File: src/rtl/demux_4channel_tdm.sv
// Receive side of the 4-channel TDM link: aligns on FRAME_SYNC, buffers slots 0..2,
// and presents all four channels together once each complete frame has arrived.
module demux_4channel_tdm #(
  parameter int WIDTH       = 1,
  parameter int FRAME_CNT_W = 8
) (
  input  logic                   CLK,
  input  logic                   RESET,
  input  logic [WIDTH-1:0]       DATA_IN,
  input  logic                   SAMPLE_EN,
  input  logic                   FRAME_SYNC,
  output logic [WIDTH-1:0]       OUTPUT_1,
  output logic [WIDTH-1:0]       OUTPUT_2,
  output logic [WIDTH-1:0]       OUTPUT_3,
  output logic [WIDTH-1:0]       OUTPUT_4,
  output logic                   FRAME_VALID,
  output logic                   LOCKED,
  output logic                   SYNC_ERROR,
  output logic [1:0]             SLOT,
  output logic [FRAME_CNT_W-1:0] FRAME_COUNT
);

  // HUNT: waiting for sync | ACQ: first frame after sync | TRACK: aligned
  typedef enum logic [1:0] {HUNT, ACQ, TRACK} state_t;

  state_t                 state_q;
  logic [1:0]             slot_q;
  logic [WIDTH-1:0]       shadow_q [0:2];
  logic [WIDTH-1:0]       out_q [0:3];
  logic                   frame_valid_q;
  logic                   locked_q;
  logic                   sync_error_q;
  logic [FRAME_CNT_W-1:0] frame_count_q;

  always_ff @(posedge CLK) begin
    if (RESET) begin
      state_q       <= HUNT;
      slot_q        <= 2'd0;
      frame_valid_q <= 1'b0;
      locked_q      <= 1'b0;
      sync_error_q  <= 1'b0;
      frame_count_q <= '0;
      for (int i = 0; i < 3; i++) shadow_q[i] <= '0;
      for (int i = 0; i < 4; i++) out_q[i] <= '0;
    end else begin
      frame_valid_q <= 1'b0;
      sync_error_q  <= 1'b0;
      if (SAMPLE_EN) begin
        if (state_q == HUNT) begin
          if (FRAME_SYNC) begin
            shadow_q[0] <= DATA_IN;
            slot_q      <= 2'd1;
            state_q     <= ACQ;
          end
        end else if (slot_q == 2'd0) begin
          if (FRAME_SYNC) begin
            shadow_q[0] <= DATA_IN;
            slot_q      <= 2'd1;
          end else begin
            sync_error_q <= 1'b1;
            state_q      <= HUNT;
            locked_q     <= 1'b0;
          end
        end else if (FRAME_SYNC) begin
          // early sync restarts the frame with this sample as slot 0
          sync_error_q <= 1'b1;
          shadow_q[0]  <= DATA_IN;
          slot_q       <= 2'd1;
          state_q      <= ACQ;
          locked_q     <= 1'b0;
        end else begin
          slot_q <= slot_q + 2'd1;
          case (slot_q)
            2'd1: shadow_q[1] <= DATA_IN;
            2'd2: shadow_q[2] <= DATA_IN;
            default: begin
              out_q[0]      <= shadow_q[0];
              out_q[1]      <= shadow_q[1];
              out_q[2]      <= shadow_q[2];
              out_q[3]      <= DATA_IN;
              frame_valid_q <= 1'b1;
              frame_count_q <= frame_count_q + FRAME_CNT_W'(1);
              state_q       <= TRACK;
              locked_q      <= 1'b1;
            end
          endcase
        end
      end
    end
  end

  assign OUTPUT_1    = out_q[0];
  assign OUTPUT_2    = out_q[1];
  assign OUTPUT_3    = out_q[2];
  assign OUTPUT_4    = out_q[3];
  assign FRAME_VALID = frame_valid_q;
  assign LOCKED      = locked_q;
  assign SYNC_ERROR  = sync_error_q;
  assign SLOT        = slot_q;
  assign FRAME_COUNT = frame_count_q;

endmodule

File: config.mk
export PLATFORM = sky130hd
export DESIGN_NAME = demux_4channel_tdm
export DESIGN_NICKNAME = d
export VERILOG_FILES = /design/src/rtl/demux_4channel_tdm.sv
export SDC_FILE = /design/constraint.sdc
export NUM_CORES = 1
export LEC_CHECK = 0
export BUFFER_PORTS_ARGS = -buffer_cell sky130_fd_sc_hd__buf_2
export CORE_AREA = 2 2 58 60
export DETAILED_ROUTE_END_ITERATION = 8
export DIE_AREA = 0 0 60 62
export MAX_ROUTING_LAYER = met4
export SLEW_MARGIN = 30
export SYNTH_ARGS = -nofsm -noshare
export SYNTH_HDL_FRONTEND = slang
export SYNTH_SLANG_ARGS = --single-unit
export TNS_END_PERCENT = 50
File: constraint.sdc
create_clock -name CLK -period 1.84 [get_ports CLK]
set_clock_uncertainty 0.05 [all_clocks]
set_input_delay 0.184 -clock CLK [delete_from_list [all_inputs] [get_ports CLK]]
set_output_delay 0.184 -clock CLK [all_outputs]
set_load 0.02 [all_outputs]
Yosys cells after proc, flatten, opt, wreduce, memory -nomap -nowiden
Memory sizes are Yosys's and may differ from the RTL's.
Index checks and enable logic that the tools add are counted.
- flip-flop bits (word level): 15
- memories: 2
- output and inout port bits: 17
- bits in writable memories: 7
- input port bits: 5
- eq/ne operators: 6
- bitwise operators: 14
- reductions and logical operators: 7
- mux-type cells: 63
- add/sub/neg operators: 2
- memories (name ; depth ; bits a word ; rd ports ; clocked after memory_dff ; wr ports ; line ; source):
    out_q ; 4 ; 1 ; 4 ; 0 ; 4 ; 29 ; logic [WIDTH-1:0] out_q [0:3];
    shadow_q ; 3 ; 1 ; 3 ; 0 ; 3 ; 28 ; logic [WIDTH-1:0] shadow_q [0:2];
- operators by type and width (kind ; number):
    1-bit two-way mux ; 53
    2-bit two-way mux ; 10
    1-bit bitwise OR ; 9
    8-bit by 1-bit adder with 8-bit output (second input constant) ; 1
    4-bit AND reduction ; 2
    1-bit inverter ; 5
    5-bit AND reduction ; 1
    2-bit logical NOT ; 2
    2-bit != test (second input constant) ; 2
    3-bit by 1-bit != test with 1-bit output (second input constant) ; 1
    3-bit != test (second input constant) ; 1
    3-bit OR reduction ; 1
    2-bit by 1-bit adder with 2-bit output (second input constant) ; 1
    2-bit by 1-bit equality test with 1-bit output (second input constant) ; 1
    2-bit equality test (second input constant) ; 1
    2-bit OR reduction ; 1

Longest topological paths before layout
- depth in word-level cells: 10
- mapped depth: 7
- gate-level depth less buffers: 7

Least setup slack after synthesis
OpenSTA, ideal clock, no wires.
- kind: reg2reg
- start: reg slot_q[0], in the netlist SLOT[0]
- end: mem out_q[0], enable pin
- arrival: 1.591 ns
- setup slack: -0.174 ns
- stages on the path, launching flop included: 5
- path buffers: 0
- data required time: 1.417 ns
- clock period less this slack: 2.014 ns
- cell sequence: dfxtp_1 -> inv_1 -> ha_1 -> or2_2 -> o31ai_1
- RTL lines (what ; line ; source):
    start: declaration ; 27 ; logic [1:0] slot_q;
    start signal: assignment ; 72 ; slot_q <= slot_q + 2'd1;
    end: declaration ; 29 ;

==> results.md <==
- In this run the standard cell core region covers 3179 um2.
- The floorplan die height is 62 um.
- Dividing the detail-routed wire length by the instance count gives 11.94 um.
- The number of buffers created by CTS is 3.
- The top-level I/O count is 22.
- Counting instances, the worst hold path has a depth of 2.
- The endpoint class of the critical path is a flop.
- The floorplan die area is 3720 um2.
- The pin count of the biggest net entering global routing is 27.
- The number of synthesized register bits is 22.
- The count of nets left with antenna violations once routing finished came out at 0.
- The top layer used by detailed routing is met4.
- After synthesis, the most frequently instantiated cells are sky130_fd_sc_hd__dfxtp_1 (15), sky130_fd_sc_hd__inv_1 (10), sky130_fd_sc_hd__a21oi_1 (8), sky130_fd_sc_hd__o31ai_1 (8).
- The global-route wire length before repair is 3726 um.
- The count of filler cells inserted in the layout is 304.
- Setup violations remaining at the end of the flow were counted as 0.
- The final antenna diode count is 0.
- For this design the ratio of total power to cell area is 689.1 nW/um2.
- TritonCTS built the clock tree.
- The share of the synthesized area in the top cell type is 0.2592.
- The final core utilization is 0.4545.
- Summing over every cut layer, the via total after detailed routing is 960.
- Setup total negative slack on the finished layout was measured at 0 ns.
- Summed over all cells, the static leakage comes to 0.6275 nW.
- For this run, the top clock speed supported by timing is 562.7 MHz.
- The end point of the worst hold path is out_q[3]$_DFFE_PP_.
- Sorting the synthesized cells by area gives the leading types as sky130_fd_sc_hd__dfxtp_1 (26%), sky130_fd_sc_hd__edfxtp_1 (18%), sky130_fd_sc_hd__ha_1 (7.6%).
- Dividing the synthesized area by the synthesized cell count gives 10.16 um2.
- The worst setup path is launched from a flop.
- Headroom to the max-slew limit came out at 0.6735.
- The layout overhead on the synthesized area is 24.73%.
- The most critical setup path has its startpoint at SLOT[0]$_SDFFE_PP0P_.
- Global routing finished with a remaining overflow of 0.
- Port buffering added 21 buffers.
- At the pin with the least slew margin, the transition time is 0.4897 ns.
- The type of the setup path with the least slack is reg2reg.
- In this run, the number of DRC markers left after iteration 0 of detailed routing was 22.
- In this run the number of H-tree levels came out at 1.
- At the worst endpoint, the required time is 1.77 ns.
- In this run the critical register-to-register path is launched from SLOT[0]$_SDFFE_PP0P_.
- The via count of the first global-routing pass is 859.
- The Yosys step of the flow raised 0 warnings.
- The async set-reset flop share out of synthesis is 0.
- Once detailed placement completed, the half-perimeter wirelength came to 1673 um.
- The type of the most critical hold path is in2reg.
- The most used flip-flop cell after synthesis is sky130_fd_sc_hd__dfxtp_1.
- The cell area after placement is 1345 um2.
- After detailed routing, the number of vias per cell comes to 5.189.
- No sink is reached through more buffers than the 2 on the longest clock path.
- The final clock period utilization by the worst path is 0.9658.
- The synthesized instance count is 114.
- The critical-path maximum fanout is 4.
- Across all register-to-register paths, the minimum setup slack is 0.06 ns.
- The mapped netlist covers 1159 um2.
- The area of all sequential standard cells is 513.0 um2.
- The startpoint of the tightest hold check path is DATA_IN.
- The total chip power is 995.8 uW.
- The chip width is 60 um.
- The routed wire length on met3 is 94 um.
- The fraction of layout cells with a size suffix above 1 is 0.3309.
- The number of sinks handled by clock tree synthesis is 22.
- sky130_fd_sc_hd__dfxtp_1 takes more of the synthesized area than any other cell.
- The number of antenna violations at the first check in global routing is 0.
- Row generation in the floorplan step produced 21 rows.
- The DRC violation count after routing is 0.
- The final-report max-slew violation count is 0.
- For the worst setup path, the data arrival time is 1.71 ns.
- The number of different library cells used by synthesis comes to 35.
- Across the VDD grid, the largest voltage drop is 495.3 uV.
- The clock period minus final worst setup slack is 1.777 ns.
- In the final design database the tool counted 152 nets.
- The endpoint identified for the worst register-to-register timing path is out_q[3]$_DFFE_PP_.
- Setup repair after global routing could not meet its margin everywhere.
- The register clock-pin slew on the reported worst setup and hold paths is 0.12 ns.
- The final design area excluding fillers is 1445 um2.
- The global router's overall resource usage is 0.1370.
- The number of max-cap violations is 0.
- When the netlist entered floorplanning its net count stood at 126.
- The initial utilization of the core area, before any placement, comes to 0.3644.
- The number of cell instances on the worst register-to-register path is 4.
- The amount of wire on met2 after detailed routing is 1094 um.
- The final routed wirelength across all metal layers is 2208 um.
- The flow ran to the end, and the final reports show no timing, DRC or antenna violations.
- The synthesized design contains 7 enable-type register cells.
- The source-to-sink clock delay at the later pin of the worst-skew pair is 0.31 ns.
- The final number of hold-violating endpoints is 0.
- The most frequently used cell type in the post-synthesis netlist is sky130_fd_sc_hd__dfxtp_1.
- The number of iterations in the first detailed-routing pass is 4.
- The portion of the post-synthesis area used by sequential elements is 0.4406.
- At the end of routability-driven placement, the weighted congestion stood at 0.7713.
- The area of combinational cells with multiple inputs is 634.4 um2.
- The cell at the root of the clock tree is sky130_fd_sc_hd__clkbuf_4.
- In the final routing, the length of wire on met1 measures 1007 um.
-- where the power goes --
part           switching, mW  leakage [nW]  internal, mW  total (mW)
combinational         0.0688         0.405        0.0404       0.109
sequential           0.00450         0.195         0.511       0.516
clock                  0.151        0.0279         0.220       0.371
total                  0.224         0.628         0.772       0.996
-- sequential cells by signal, summed over array words and instances, names as in the netlist --
| signal | count |
|---|---|
| FRAME_COUNT | 8 |
| SLOT | 2 |
| LOCKED | 1 |
| shadow_q | 3 |
| state_q | 2 |
| FRAME_VALID | 1 |
| SYNC_ERROR | 1 |
| out_q | 4 |
-- worst max path at each step --
stage,to,cells after the start
after global routing,FRAME_COUNT[5]$_SDFFE_PP0P_,7
after floorplan,LOCKED$_SDFFE_PP0P_,7
after detailed placement,FRAME_COUNT[6]$_SDFFE_PP0P_,5
final,out_q[3]$_DFFE_PP_,4
after CTS,FRAME_COUNT[6]$_SDFFE_PP0P_,5
after global placement,FRAME_COUNT[6]$_SDFFE_PP0P_,5
-- worst max-delay path: stages (launching register included) --
cell and delay (ns):
sky130_fd_sc_hd__dfxtp_2 0.34, sky130_fd_sc_hd__inv_1 0.06, sky130_fd_sc_hd__ha_1 0.24, sky130_fd_sc_hd__or2_2 0.35, sky130_fd_sc_hd__o31ai_2 0.41
-- per-layer routing --
layer / global-route usage / up-vias
met5: - / -
met4: 0.02857 / 0
met1: 0.1492 / 463
li1: - / 471
met2: 0.2484 / 24
met3: 0.03934 / 2
-- kinds of logic (layout without fill, tap and decap cells) --
group,after synthesis,count (layout),synth area share
multiplexers,3,3,0.02916
adder cells (fa/ha/maj),7,7,0.07559
AO/OA/AOI/OAI,26,26,0.1555
flip-flops,22,22,0.4406
buffers and inverters,16,41,0.06479
AND/OR/NAND/NOR,40,40,0.2343
-- layout make-up --
cell class	count	area share
Multi-Input combinational cell	76	0.4390
Sequential cell	22	0.3550
Timing Repair Buffer	27	0.1039
Tap cell	46	0.03983
Inverter	10	0.02597
Clock inverter	1	0.02078
Clock buffer	3	0.01558
-- metrics by stage --
stage               instances  hold WS (ns)  setup slack [ns]
floorplan                 114        0.3067           0.02200
global placement          181        0.4072           0.05082
detailed placement        181        0.4368           0.03434
CTS                       185        0.1063          0.009083
global route              185        0.1146          -0.01467
finish                    185        0.1137           0.06291
-- timing repair --
| action | 4_1_cts | 5_1_grt |
|---|---|---|
| gates resized for setup | 1 | 7 |
| endpoints found under the setup margin | 2 | 14 |
| hold endpoints to repair | 0 | 0 |
| pin swaps | 0 | 1 |
| setup buffers | 0 | 0 |
| hold buffers | 0 | 0 |
-- placed cells by master, fill, tap and decap left out, types with 2 or more instances in the layout --
master                     Yosys  layout
sky130_fd_sc_hd__buf_2         3      21
sky130_fd_sc_hd__dfxtp_1      15      13
sky130_fd_sc_hd__inv_1        10       9
sky130_fd_sc_hd__a21oi_1       8       8
sky130_fd_sc_hd__o31ai_1       8       7
sky130_fd_sc_hd__edfxtp_1      7       7
sky130_fd_sc_hd__nor2_1        6       6
sky130_fd_sc_hd__ha_1          7       6
sky130_fd_sc_hd__buf_4         1       6
sky130_fd_sc_hd__and2_1        5       5
sky130_fd_sc_hd__or4_1         6       5
sky130_fd_sc_hd__nand2_1       3       3
sky130_fd_sc_hd__nor4_4        1       3
sky130_fd_sc_hd__nor4_1        5       3
sky130_fd_sc_hd__mux2_1        3       3
sky130_fd_sc_hd__clkbuf_4      0       3
sky130_fd_sc_hd__dfxtp_2       0       2
sky130_fd_sc_hd__nor3_1        2       2
sky130_fd_sc_hd__a21o_1        2       2
sky130_fd_sc_hd__nor3b_2       0       2
sky130_fd_sc_hd__or3_1         2       2
sky130_fd_sc_hd__nor2b_1       2       2
Note: power is estimated with default switching activity, not from simulation.
